**src/rtl/modbus_bus_arbiter_pkg.sv**
```systemverilog
// Shared types and constants for the two-requester Modbus register-bus arbiter.
// The optional bus watchdog is enabled with MODBUS_ARB_TIMEOUT_EN.
package modbus_bus_arbiter_pkg;

  typedef enum logic [1:0] {
    S_IDLE = 2'd0,
    S_BUS  = 2'd1,
    S_RESP = 2'd2
  } state_t;

  localparam int AW_DEF      = 16;
  localparam int DW_DEF      = 16;
  localparam int TIMEOUT_DEF = 255;

  // Exception the endpoint reports when a request ends with err set.
  localparam logic [7:0] EXC_SLAVE_DEVICE_FAILURE = 8'h04;

  function automatic int cnt_width(input int limit);
    return ($clog2(limit + 1) > 8) ? $clog2(limit + 1) : 8;
  endfunction

endpackage

```
**src/rtl/modbus_bus_arbiter_if.sv**
```systemverilog
// Requester-side valid/ack interface and downstream register-bus interface.
// master drives the request, slave answers it.
interface modbus_req_if
  import modbus_bus_arbiter_pkg::*;
#(
  parameter int AW = AW_DEF,
  parameter int DW = DW_DEF
);
  logic          valid;
  logic [AW-1:0] addr;
  logic          we;
  logic [DW-1:0] wdata;
  logic [DW-1:0] rdata;
  logic          ack;
  logic          err;

  modport master (output valid, addr, we, wdata, input  rdata, ack, err);
  modport slave  (input  valid, addr, we, wdata, output rdata, ack, err);
endinterface

interface modbus_reg_bus_if
  import modbus_bus_arbiter_pkg::*;
#(
  parameter int AW = AW_DEF,
  parameter int DW = DW_DEF
);
  logic          valid;
  logic [AW-1:0] addr;
  logic          we;
  logic [DW-1:0] wdata;
  logic [DW-1:0] rdata;
  logic          ack;

  modport master (output valid, addr, we, wdata, input  rdata, ack);
  modport slave  (input  valid, addr, we, wdata, output rdata, ack);
endinterface

```
**src/rtl/modbus_bus_watchdog.sv**
```systemverilog
// Cycle counter with expiry flag bounding a downstream bus cycle.
// Present only when MODBUS_ARB_TIMEOUT_EN is defined.
`ifdef MODBUS_ARB_TIMEOUT_EN
module modbus_bus_watchdog #(
  parameter int CW = 8
) (
  input  logic          clk,
  input  logic          reset,
  input  logic          i_run,
  input  logic [CW-1:0] i_limit,
  output logic          o_expired
);
  logic [CW-1:0] r_count;

  always_ff @(posedge clk or posedge reset) begin
    if (reset)       r_count <= '0;
    else if (!i_run) r_count <= '0;
    else             r_count <= r_count + 1'b1;
  end

  assign o_expired = i_run && (r_count == i_limit);
endmodule
`endif

```
**src/rtl/modbus_bus_arbiter.sv**
```systemverilog
// Round-robin arbiter sharing one holding-register bus between two requesters.
// Define MODBUS_ARB_TIMEOUT_EN to bound each bus cycle and flag expiry via err.
module modbus_bus_arbiter
  import modbus_bus_arbiter_pkg::*;
#(
  parameter int AW      = AW_DEF,
  parameter int DW      = DW_DEF,
  parameter int TIMEOUT = TIMEOUT_DEF
) (
  input  logic              clk,
  input  logic              reset,
  modbus_req_if.slave       r0,
  modbus_req_if.slave       r1,
  modbus_reg_bus_if.master  m
);
  state_t        r_state;
  logic          r_sel;
  logic          r_last_grant;
  logic          r_dropped;
  logic          r_m_valid;
  logic          r_m_we;
  logic [AW-1:0] r_m_addr;
  logic [DW-1:0] r_m_wdata;
  logic [1:0]    r_ack;
  logic [1:0]    r_err;
  logic [DW-1:0] r_rdata [2];

  logic [1:0] w_valid;
  logic       w_grant;
  logic       w_sel_valid;
  logic       w_dropped;
  logic       w_expired;

  assign w_valid     = {r1.valid, r0.valid};
  // Requester 1 wins alone, or on a tie when requester 0 was served last.
  assign w_grant     = w_valid[1] & (~w_valid[0] | ~r_last_grant);
  assign w_sel_valid = w_valid[r_sel];
  assign w_dropped   = r_dropped | ~w_sel_valid;

`ifdef MODBUS_ARB_TIMEOUT_EN
  localparam int CW = cnt_width(TIMEOUT);

  modbus_bus_watchdog #(.CW(CW)) u_watchdog (
    .clk       (clk),
    .reset     (reset),
    .i_run     (r_state == S_BUS),
    .i_limit   (CW'(TIMEOUT)),
    .o_expired (w_expired)
  );
`else
  assign w_expired = 1'b0;
`endif

  // NOTE: all state here is sequential, so every assignment is non-blocking;
  // blocking writes would let later statements see this cycle's new values.
  always_ff @(posedge clk or posedge reset) begin
    if (reset) begin
      r_state      <= S_IDLE;
      r_sel        <= 1'b0;
      r_last_grant <= 1'b1;
      r_dropped    <= 1'b0;
      r_m_valid    <= 1'b0;
      r_m_we       <= 1'b0;
      r_m_addr     <= '0;
      r_m_wdata    <= '0;
      r_ack        <= '0;
      r_err        <= '0;
      // NOTE: the read-data holders are ordinary output flops, not a RAM,
      // so they are reset so both requesters see 0 from the first cycle.
      r_rdata[0]   <= '0;
      r_rdata[1]   <= '0;
    end else begin
      case (r_state)
        S_IDLE: begin
          if (|w_valid) begin
            r_sel        <= w_grant;
            r_last_grant <= w_grant;
            r_dropped    <= 1'b0;
            r_m_valid    <= 1'b1;
            r_m_addr     <= w_grant ? r1.addr  : r0.addr;
            r_m_we       <= w_grant ? r1.we    : r0.we;
            r_m_wdata    <= w_grant ? r1.wdata : r0.wdata;
            r_state      <= S_BUS;
          end
        end
        S_BUS: begin
          if (m.ack) begin
            r_m_valid <= 1'b0;
            if (w_dropped) begin
              r_state <= S_IDLE;
            end else begin
              r_ack[r_sel]   <= 1'b1;
              r_err[r_sel]   <= 1'b0;
              r_rdata[r_sel] <= r_m_we ? '0 : m.rdata;
              r_state        <= S_RESP;
            end
          end else if (w_expired) begin
            r_m_valid <= 1'b0;
            if (w_dropped) begin
              r_state <= S_IDLE;
            end else begin
              r_ack[r_sel]   <= 1'b1;
              r_err[r_sel]   <= 1'b1;
              r_rdata[r_sel] <= '0;
              r_state        <= S_RESP;
            end
          end else begin
            r_dropped <= w_dropped;
          end
        end
        S_RESP: begin
          if (!w_sel_valid) begin
            r_ack      <= '0;
            r_err      <= '0;
            r_rdata[0] <= '0;
            r_rdata[1] <= '0;
            r_state    <= S_IDLE;
          end
        end
        default: r_state <= S_IDLE;
      endcase
    end
  end

  assign m.valid  = r_m_valid;
  assign m.addr   = r_m_addr;
  assign m.we     = r_m_we;
  assign m.wdata  = r_m_wdata;
  assign r0.ack   = r_ack[0];
  assign r0.err   = r_err[0];
  assign r0.rdata = r_rdata[0];
  assign r1.ack   = r_ack[1];
  assign r1.err   = r_err[1];
  assign r1.rdata = r_rdata[1];
endmodule

```
**src/flat_wrapper.sv**
```systemverilog
// flat-port wrapper written by rule: the top's interface ports become plain ports
module modbus_bus_arbiter_flat import modbus_bus_arbiter_pkg::*;
#(
  parameter int AW      = AW_DEF,
  parameter int DW      = DW_DEF,
  parameter int TIMEOUT = TIMEOUT_DEF
)
  (clk, reset, r0_valid, r0_addr, r0_we, r0_wdata, r0_rdata, r0_ack, r0_err, r1_valid, r1_addr, r1_we, r1_wdata, r1_rdata, r1_ack, r1_err, m_valid, m_addr, m_we, m_wdata, m_rdata, m_ack);
  modbus_req_if #(.AW(AW), .DW(DW)) r0_i ();
  modbus_req_if #(.AW(AW), .DW(DW)) r1_i ();
  modbus_reg_bus_if #(.AW(AW), .DW(DW)) m_i ();
  input  logic clk;
  input  logic reset;
  input wire logic [$bits(r0_i.valid)-1:0] r0_valid;
  input wire logic [$bits(r0_i.addr)-1:0] r0_addr;
  input wire logic [$bits(r0_i.we)-1:0] r0_we;
  input wire logic [$bits(r0_i.wdata)-1:0] r0_wdata;
  output wire logic [$bits(r0_i.rdata)-1:0] r0_rdata;
  output wire logic [$bits(r0_i.ack)-1:0] r0_ack;
  output wire logic [$bits(r0_i.err)-1:0] r0_err;
  input wire logic [$bits(r1_i.valid)-1:0] r1_valid;
  input wire logic [$bits(r1_i.addr)-1:0] r1_addr;
  input wire logic [$bits(r1_i.we)-1:0] r1_we;
  input wire logic [$bits(r1_i.wdata)-1:0] r1_wdata;
  output wire logic [$bits(r1_i.rdata)-1:0] r1_rdata;
  output wire logic [$bits(r1_i.ack)-1:0] r1_ack;
  output wire logic [$bits(r1_i.err)-1:0] r1_err;
  output wire logic [$bits(m_i.valid)-1:0] m_valid;
  output wire logic [$bits(m_i.addr)-1:0] m_addr;
  output wire logic [$bits(m_i.we)-1:0] m_we;
  output wire logic [$bits(m_i.wdata)-1:0] m_wdata;
  input wire logic [$bits(m_i.rdata)-1:0] m_rdata;
  input wire logic [$bits(m_i.ack)-1:0] m_ack;
  assign r0_i.valid = r0_valid;
  assign r0_i.addr = r0_addr;
  assign r0_i.we = r0_we;
  assign r0_i.wdata = r0_wdata;
  assign r0_rdata = r0_i.rdata;
  assign r0_ack = r0_i.ack;
  assign r0_err = r0_i.err;
  assign r1_i.valid = r1_valid;
  assign r1_i.addr = r1_addr;
  assign r1_i.we = r1_we;
  assign r1_i.wdata = r1_wdata;
  assign r1_rdata = r1_i.rdata;
  assign r1_ack = r1_i.ack;
  assign r1_err = r1_i.err;
  assign m_valid = m_i.valid;
  assign m_addr = m_i.addr;
  assign m_we = m_i.we;
  assign m_wdata = m_i.wdata;
  assign m_i.rdata = m_rdata;
  assign m_i.ack = m_ack;
  modbus_bus_arbiter #(.AW(AW), .DW(DW), .TIMEOUT(TIMEOUT)) u_core (.clk(clk), .reset(reset), .r0(r0_i), .r1(r1_i), .m(m_i));
endmodule
```
**config.mk**
```make
export PLATFORM = sky130hd
export DESIGN_NAME = modbus_bus_arbiter_flat
export DESIGN_NICKNAME = d
export VERILOG_FILES = /design/src/rtl/modbus_bus_arbiter_pkg.sv /design/src/rtl/modbus_bus_arbiter_if.sv /design/src/rtl/modbus_bus_watchdog.sv /design/src/rtl/modbus_bus_arbiter.sv /design/src/flat_wrapper.sv
export SDC_FILE = /design/constraint.sdc
export NUM_CORES = 1
export LEC_CHECK = 0
export CAP_MARGIN = 20
export CORE_MARGIN = 10
export CORE_UTILIZATION = 41
export DETAILED_ROUTE_END_ITERATION = 10
export GPL_TIMING_DRIVEN = 0
export PLACE_DENSITY = 0.84
export SLEW_MARGIN = 25
export SYNTH_ARGS = -nofsm -noshare
export SYNTH_HDL_FRONTEND = slang
export SYNTH_SLANG_ARGS = --single-unit
```
**constraint.sdc**
```tcl
create_clock -name clk -period 2.6 [get_ports clk]
set_input_delay 0.52 -clock clk [delete_from_list [all_inputs] [get_ports clk]]
set_output_delay 0.52 -clock clk [all_outputs]
set_load 0.02 [all_outputs]
```
==> impl_results.md <==
* Synth Area in XOR/XNOR at 0
* Number of antenna violations at the first check in global routing at 0
* Worst vdd ir at around 0.54 mV
* Critical path required time at 2820 ps
* Maximum number of pins on one net before global-route repair at 45
* Buffers inserted during post-CTS setup optimization at 0
* Number of DRC markers in iteration 0 at 77
* Clock latency of the later-clocked register in the worst-skew pair at 350 ps
* Total length of routed met3 wires at 972 um
* Largest family of logic cells by synthesized area: multiplexers
* Number of filler instances in the final layout at ~560
* Initial Util at 0.424
* Cell area reported after detailed placement at 0.00498 sq mm
* Most common cell in the netlist: sky130_fd_sc_hd__dfrtp_1
* Resize count post-CTS at 0
* Number of pins exceeding their max-slew limit in the final report at 0
* Smallest setup slack after layout at roughly 540 ps
* Detailed-routing wirelength on met1 at 4110 um
* Final design area excluding fillers at 0.00524 sq mm
* Clock input transition at the sequential cells of the worst setup and hold paths at 80 ps
* Die height at 109 um
* Clk sinks at 75
* Final Hold Violating Endpoints at 0
* Area overhead of the layout relative to synthesis at 59.9%
* Leading cell types by count after synthesis: 74 x sky130_fd_sc_hd__dfrtp_1, 37 x sky130_fd_sc_hd__mux2_2, 32 x sky130_fd_sc_hd__a32o_1
* Number of remaining DRC errors at 0
* CTS HTree Levels at 3
* HPWL after detailed placement at about 7900 um
* Port buffer count at 156
* Average size of a mapped cell at 14.6 sq um
* Core region area at slightly below 0.008 sq mm
* Worst slew pin tran at approximately 550 ps
* Number of buffers added by the clock tree synthesis step at 9
* Number of global-route vias before repair at roughly 2700
* Share of the synthesized area in compound gates (AO/OA/AOI/OAI) at 0.132
* Worst setup EP type: flop
* Yosys Warn Count at 0
* Post-synth cell types at 26
* Total iterations of the first detailed-routing run at 4
* Dominant synthesized flop cell: sky130_fd_sc_hd__dfrtp_1
* Peak clock frequency supported by timing at 0.485 GHz
* Arr. time, crit path at 2290 ps
* Max-cap viol count at 0
* Top-area cell type share of the netlist area at 0.566
* Count of flip-flops with a built-in enable after synthesis at 0
* Library cell with the largest summed area after synthesis: sky130_fd_sc_hd__dfrtp_1
* Layout cell share with drive strength beyond 1 at 0.184
* Mux share of post-synthesis cell area at 0.230
* Number of cells produced by synthesis at between 200 and 250
* Global-route wire length before repair at 15000 um
* Pwr per Cell Area at 1140 mW/mm^2
* Highest net fanout along the worst path at 10
* Count of nets left with antenna violations after detail routing at 0
* Max-slew headroom at 0.630
* Clock Skews at 11.5 ps
* CTS tree: built
* Tcrit/Tclk final at 0.794
* Number of setup violations in the final report at 0
* Post-synthesis sequential area ratio at 0.574
* Std cell rows at 32
* GP Congestion at 0.801
* Chip Width at 109 um
* Root Buffer Master: sky130_fd_sc_hd__clkbuf_8
* Pleak at 0.00215 uW
* Highest signal layer in the routed design: met4
* Wirelength, routed at roughly 10000 um
* Critical Setup Path Class: in2reg
* Setup repair after global routing missed its margin: no
* Post-Syn Nets at 311
* Run status: finished clean
* Async set or reset register ratio after synthesis at 1.00
* Hold bufs inserted after CTS at 0
* Total global routing track utilization at 0.161
* Via count at 2577
* Setup slack at placement at roughly 160 ps
* Adder-cell share of the synthesized area at 0
* Final critical-path required period at slightly above 2000 ps
* Area of all sequential standard cells at 0.00188 sq mm
* WL per Instance at 20.0 um
* Number of nets in the layout at roughly 480
* Yosys reg bits at 75
* Kind of start point of the critical path: input pin
* Post-synthesis share of cell area spent on and, or, nand and nor gates at 0.0336
* Vias per cell at just over 5
* Total gr overflow at 0
* Number of buffers between clock root and the deepest sink at 2
* Count of boundary I/O pins at 157
* Combined area of the multi-input logic cells at 0.00129 sq mm
* Largest cells by area after synthesis: sky130_fd_sc_hd__dfrtp_1 57%, sky130_fd_sc_hd__mux2_2 13%, sky130_fd_sc_hd__mux2_1 10%, sky130_fd_sc_hd__a32o_1 9.8%, sky130_fd_sc_hd__buf_6 1.0%
* Hold Crit Class: reg2reg
* Number of antenna cells inserted at 0
* Netlist area before placement at between 0.003 and 0.004 sq mm
* Area of the die at 0.0120 sq mm
* Utilization of the core after routing at 0.677
* Metal2 WL at just under 5000 um
flip-flops by register name (all words and copies together), names as in the netlist, 2 cells and up:
register / flops
u_core.r_ack: 2
u_core.m.addr: 16
u_core.r_state: 2
u_core.r_err: 2
u_core.r1.rdata: 16
u_core.m.wdata: 16
u_core.r0.rdata: 16
final cells by class:
class | instances | area share
Multi-Input combinational cell | 133 | 0.247
Clock buffer | 10 | 0.0263
Buffer | 14 | 0.0177
Tap cell | 102 | 0.0244
Clock inverter | 6 | 0.0215
Sequential cell | 75 | 0.359
Inverter | 2 | 0.00191
Timing Repair Buffer | 157 | 0.302
cells in the final DEF (no fill, tap or decap), drive strengths merged, types with 4 or more instances in the layout:
| cell | synthesis | layout |
|---|---|---|
| mux2 | 66 | 66 |
| nand2 | 4 | 4 |
| clkdlybuf4s50 | 0 | 156 |
| nor2 | 6 | 6 |
| dfrtp | 74 | 74 |
| a32o | 32 | 32 |
| buf | 11 | 12 |
| o21ai | 7 | 7 |
| clkbuf | 3 | 13 |
power breakdown:
part,switching (uW),internal (uW),leakage (uW)
Sequential,281,1660,0.000944
Clock,432,663,0.000115
Combinational,1430,1490,0.00109
worst max-delay path, stage by stage:
cell,delay [ps]
sky130_fd_sc_hd__clkdlybuf4s50_1,570
sky130_fd_sc_hd__a21boi_4,360
sky130_fd_sc_hd__buf_6,210
sky130_fd_sc_hd__mux2_1,350
sky130_fd_sc_hd__mux2_2,270
path summary, 6_finish.rpt:
kind,endpoint,cells past startpoint,from,slack [ps]
max in group asynchronous,u_core.m.addr[3],3,reset,1510
worst max-delay path,u_core.m.wdata[8],5,r1_valid,540
worst min-delay path,u_core.r_err[1],1,u_core.r_err[1],490
min in group asynchronous,u_core.m.wdata[6],2,reset,520
worst min register to register,u_core.r_err[1],1,u_core.r_err[1],490
worst max register to register,u_core.r1.rdata[2],4,u_core.r_sel,890
metal layers:
layer	vias to the layer above	track usage
met5	-	0
met4	0	0.0446
met3	7	0.0679
met2	97	0.266
met1	1285	0.187
li1	1188	-
cells by family after synthesis:
logic type / after synthesis
multiplexers: 67
AND/OR/NAND/NOR: 20
flip-flops: 75
AO/OA/AOI/OAI: 46
buffers and inverters: 16
per-stage QoR:
step	hold slack (ps)	TNS (ps)	cells	total power, uW
global placement	471	-75270	482	4830
floorplan	489	0	224	3500
detailed placement	470	0	483	4930
CTS	494	0	499	6030
global route	505	0	499	6270
finish	492	0	499	5960
Note: power is estimated with default switching activity, not from simulation.
==> patch 1: new RTL, config.mk and constraints unchanged <==
Change the package constant `DW_DEF` from 16 to 12.
--- a/src/rtl/modbus_bus_arbiter_pkg.sv
+++ b/src/rtl/modbus_bus_arbiter_pkg.sv
@@ -11,3 +11,3 @@
   localparam int AW_DEF      = 16;
-  localparam int DW_DEF      = 16;
+  localparam int DW_DEF      = 12;
   localparam int TIMEOUT_DEF = 255;
Ports: changed (6 resized); port bits go from 157 to 133. No check against the original RTL was run, so the function may have changed too.
==> patch 1 against the unedited design <==
  * Routed wire length is 21% lower
  * Setup slack better by 0.0083 ns
  * Cell area is 16% lower
  * Sequential cell count is 12 lower
  * Synthesized area is 17% lower
  * First-iteration DRC count is 22% lower
  * Total power is 14% lower
  * Sequential power is 12% lower
  * Combinational power is 16% lower
  * Critical path type is now reg -> out
==> patch 1: results (changes against the unedited design) <==
* Run status: finished clean
* 1st-pass router iterations at 5 (+1)
* Initial DRC Count at 60 (-22%)
* Met2 capacity usage during global routing at 23.8% (-2.8 points)
* Fill cells at 506 (-9.5%)
* Non-filler cells, final at 453 (-9.2%)
* Met1 WL at 3190 um (-22%)
* Worst reg2reg setup slack at 1.08 ns (+0.19 ns)
* CP startpoint: u_core.m.we$_DFFE_PP0P_
* Crit path max fanout at 9 (-1)
* Post-synthesis compound-gate area fraction at 16.9% (+3.7 points)
* Met1 Use GR at 17.9% (-0.80 points)
* Fraction of synthesized area in multiplexers at 11.2% (-12 points)
* # placed instances at 438 (-9.3%)
* Area after DPL at 4140 sq um (-17%)
* Vias at 2324 (-9.8%)
* Share of final-layout standard cells stronger than drive strength 1 at 9.31% (-9.1 points)
* Slowest stage delay, CP at 0.68 ns (+0.11 ns)
* Clk_lat worst skew at 0.33 ns (-0.02 ns)
* RR Startpoint: u_core.r_state[0]$_DFFE_PP0P_
* Length of routed met2 wiring at 3740 um (-23%)
* Skew final at 0.00822 ns (-0.00327 ns)
* Max VDD drop at 0.726 mV (+34%)
* Average wire length per cell after detail routing at 17.4 um (-13%)
* Synth unique cells at 28 (+7.7%)
* IO Port Bufs at 132 (-15%)
* Post-Syn Nets at 303 (-2.6%)
* Global-route wire length before repair at 12400 um (-17%)
[patch 1: cell types whose count changed in the layout (fill, tap and decap cells not counted), sizes merged, moves of 3 or more]
cell | unedited run | this run
clkinvlp | 3 | 0
dfrtp | 74 | 62
o21ai | 7 | 35
clkbuf | 13 | 18
a32o | 32 | 12
mux2i | 1 | 29
buf | 12 | 9
nor2b | 2 | 8
mux2 | 66 | 1
a22o | 2 | 13
clkdlybuf4s50 | 156 | 132
nand2 | 4 | 32
[patch 1: report_power, final]
| group | internal, W | switching (W) | total (W) |
|---|---|---|---|
| combinational | 0.00119 | 0.00126 | 0.00244 |
| sequential | 0.00143 | 0.000269 | 0.00170 |
| clock | 0.000612 | 0.000354 | 0.000966 |
[patch 1: layout make-up]
cell class                 count  share of cell area [%]
buffer                        14                    1.89
clock buffer                  12                    3.78
clock inverter                 3                    1.49
inverter                       3                   0.315
multi-input combinational    148                    23.6
sequential                    63                    36.1
tap                           77                    2.20
timing repair buffer         133                    30.7
[patch 1: worst reg2reg max path: stages (launching register included)]
cell and delay (ns):
sky130_fd_sc_hd__dfrtp_1 0.44, sky130_fd_sc_hd__nor2_1 0.27, sky130_fd_sc_hd__o21ai_2 0.18, sky130_fd_sc_hd__clkbuf_1 0.28
sky130_fd_sc_hd__nand2_1 0.13, sky130_fd_sc_hd__o21ai_0 0.09
[patch 1: path summary, 6_finish.rpt]
check / to / cells after the start
worst max-delay path: m_we / 1
worst min-delay path: u_core.m.wdata[1]$_DFFE_PP0P_ / 2
worst max register to register: u_core.m.addr[2]$_DFFE_PP0P_ / 5
worst min register to register: u_core.m.wdata[1]$_DFFE_PP0P_ / 2
max in group asynchronous: u_core.m.addr[11]$_DFFE_PP0P_ / 3
min in group asynchronous: u_core.r0.rdata[2]$_DFFE_PP0P_ / 2
==> patch 2: new RTL, same settings <==
Made on the original files. Encoding of `state_t`: now one-hot (3 bits for 3 states).
--- a/src/rtl/modbus_bus_arbiter_pkg.sv
+++ b/src/rtl/modbus_bus_arbiter_pkg.sv
@@ -4,6 +4,6 @@
 
-  typedef enum logic [1:0] {
-    S_IDLE = 2'd0,
-    S_BUS  = 2'd1,
-    S_RESP = 2'd2
+  typedef enum logic [2:0] {
+    S_IDLE = 3'b001,
+    S_BUS  = 3'b010,
+    S_RESP = 3'b100
   } state_t;
Behaviour: no difference found for any inputs over 4 cycles, from zero or initial values and one cycle with reset high; so few cycles prove little.
==> patch 2 against the unedited design <==
  * Via count up 10%
  * Total power increased by 4.4%
  * Routed wire length up 7.7%
  * Critical endpoint is now u_core.m.addr[12]$_DFFE_PP0P_
  * Cell area increased by 11%
  * Sequential cell count up 1
  * Critical path depth stayed put
  * Largest power group unchanged
  * Setup slack better by 0.017 ns
  * Synthesized area grew 17%
  * Clock power hardly changed
==> patch 2: results (changes against the unedited design) <==
* RR Startpoint: u_core.r_state[0]$_DFFE_PP1P_
* Arr. time, crit path at 2.27 ns (-0.02 ns)
* Critical path capture point: u_core.m.addr[12]$_DFFE_PP0P_
* Average wire length per cell after detail routing at 19.2 um (-3.8%)
* Pin count of the biggest net entering global routing at 53 (+18%)
* Post-Syn Nets at 363 (+17%)
* IO Port Bufs at 156 (unchanged)
* CP max stage cell: sky130_fd_sc_hd__clkdlybuf4s50_1
* Share of synthesized flip-flops with an asynchronous set or reset at 100% (unchanged)
* Synth unique cells at 34 (+31%)
* Crit path max fanout at 10 (unchanged)
* Hold crit path type: in -> async
* Skew final at 0.0116 ns (+0.000153 ns)
* Capturing point of the worst reg2reg path: u_core.m.addr[2]$_DFFE_PP0P_
* Cells taking the most area after synthesis: sky130_fd_sc_hd__dfrtp_1, sky130_fd_sc_hd__mux2_4, sky130_fd_sc_hd__mux2i_1
* Slowest stage delay, CP at 0.55 ns (-0.02 ns)
* Transition time of the tightest slew-check pin at 0.445 ns (-0.107 ns)
* Initial DRC Count at 92 (+19%)
* Register-to-Register Path Depth at 5 (+1)
* 1st-pass router iterations at 4 (unchanged)
* Run status: finished clean
* Area after DPL at 5560 sq um (+12%)
* Vias at 2837 (+10%)
* Place WS at 0.165 ns (+0.00190 ns)
* Number of H-tree levels at 3 (unchanged)
* Post-synthesis compound-gate area fraction at 6.27% (-6.9 points)
* Routed vias/inst at 5.08 (-1.7%)
* Post-detailed-placement half-perimeter wirelength at 8510 um (+8.1%)
* Share of final-layout standard cells stronger than drive strength 1 at 22.3% (+3.9 points)
* Master cell of the clock root buffer: sky130_fd_sc_hd__clkbuf_8
* Vias in the first global route at 3259 (+19%)
* Number of standard cells after synthesis at 276 (+23%)
* Worst reg2reg setup slack at 0.85 ns (-0.04 ns)
* Fill cells at 709 (+27%)
* Tmin final at 2.05 ns (-0.0166 ns)
* Sequential-to-total area share from yosys stat at 49.7% (-7.7 points)
* Max VDD drop at 0.490 mV (-9.8%)
* Placer's final routability congestion estimate at 0.772 (-3.6%)
* Global-route wire length before repair at 17100 um (+14%)
* Net count of the finished layout at 531 (+11%)
* Fraction of synthesized area in multiplexers at 33.3% (+10 points)
* Clk_lat worst skew at 0.34 ns
* Aggregate global-route resource usage at 16.0% (-0.065 points)
* # placed instances at 544 (+13%)
* Number of buffers inserted during clock tree synthesis at 9 (unchanged)
* Leakage at 2.69 nW (+25%)
* Adder and majority gate portion of the synthesized area at 0% (unchanged)
* Area share of xor/xnor cells in the synthesized design at 0% (unchanged)
* List of most frequent post-synthesis cells: sky130_fd_sc_hd__dfrtp_1, sky130_fd_sc_hd__mux2_4, sky130_fd_sc_hd__mux2i_1
* Post-Route Hold Slack at 0.487 ns (-0.00565 ns)
patch 2: per-layer routing:
layer / GRT usage [%] / part of all wire [%] / wire length (um) / vias up
met5: 0 / 0 / 0 / -
met4: 4.94 / 0.78 / 84 / 0
met3: 7.29 / 11 / 1160 / 9
met2: 27.4 / 51 / 5470 / 108
met1: 17.4 / 38 / 4040 / 1409
li1: - / - / - / 1311
patch 2: area by class of cell:
type	count	area, sq um	share of cell area (%)
Multi-Input combinational cell	177	1730	29.9
Buffer	19	180	3.11
Timing Repair Buffer	157	1590	27.4
Tap cell	111	139	2.39
Inverter	4	17.5	0.302
Clock buffer	11	141	2.44
Sequential cell	76	1900	32.8
Clock inverter	4	97.6	1.68
patch 2: critical path, delay by kind of cell:
kind                   cells  cell delay (ns)
AOI/OAI and AO/OA          1             0.39
buffers and inverters      2             0.80
muxes                      2             0.56
patch 2: where the power goes:
part | switching [W] | internal, W
combinational | 0.00143 | 0.00170
clock | 0.000426 | 0.000660
sequential | 0.000306 | 0.00169
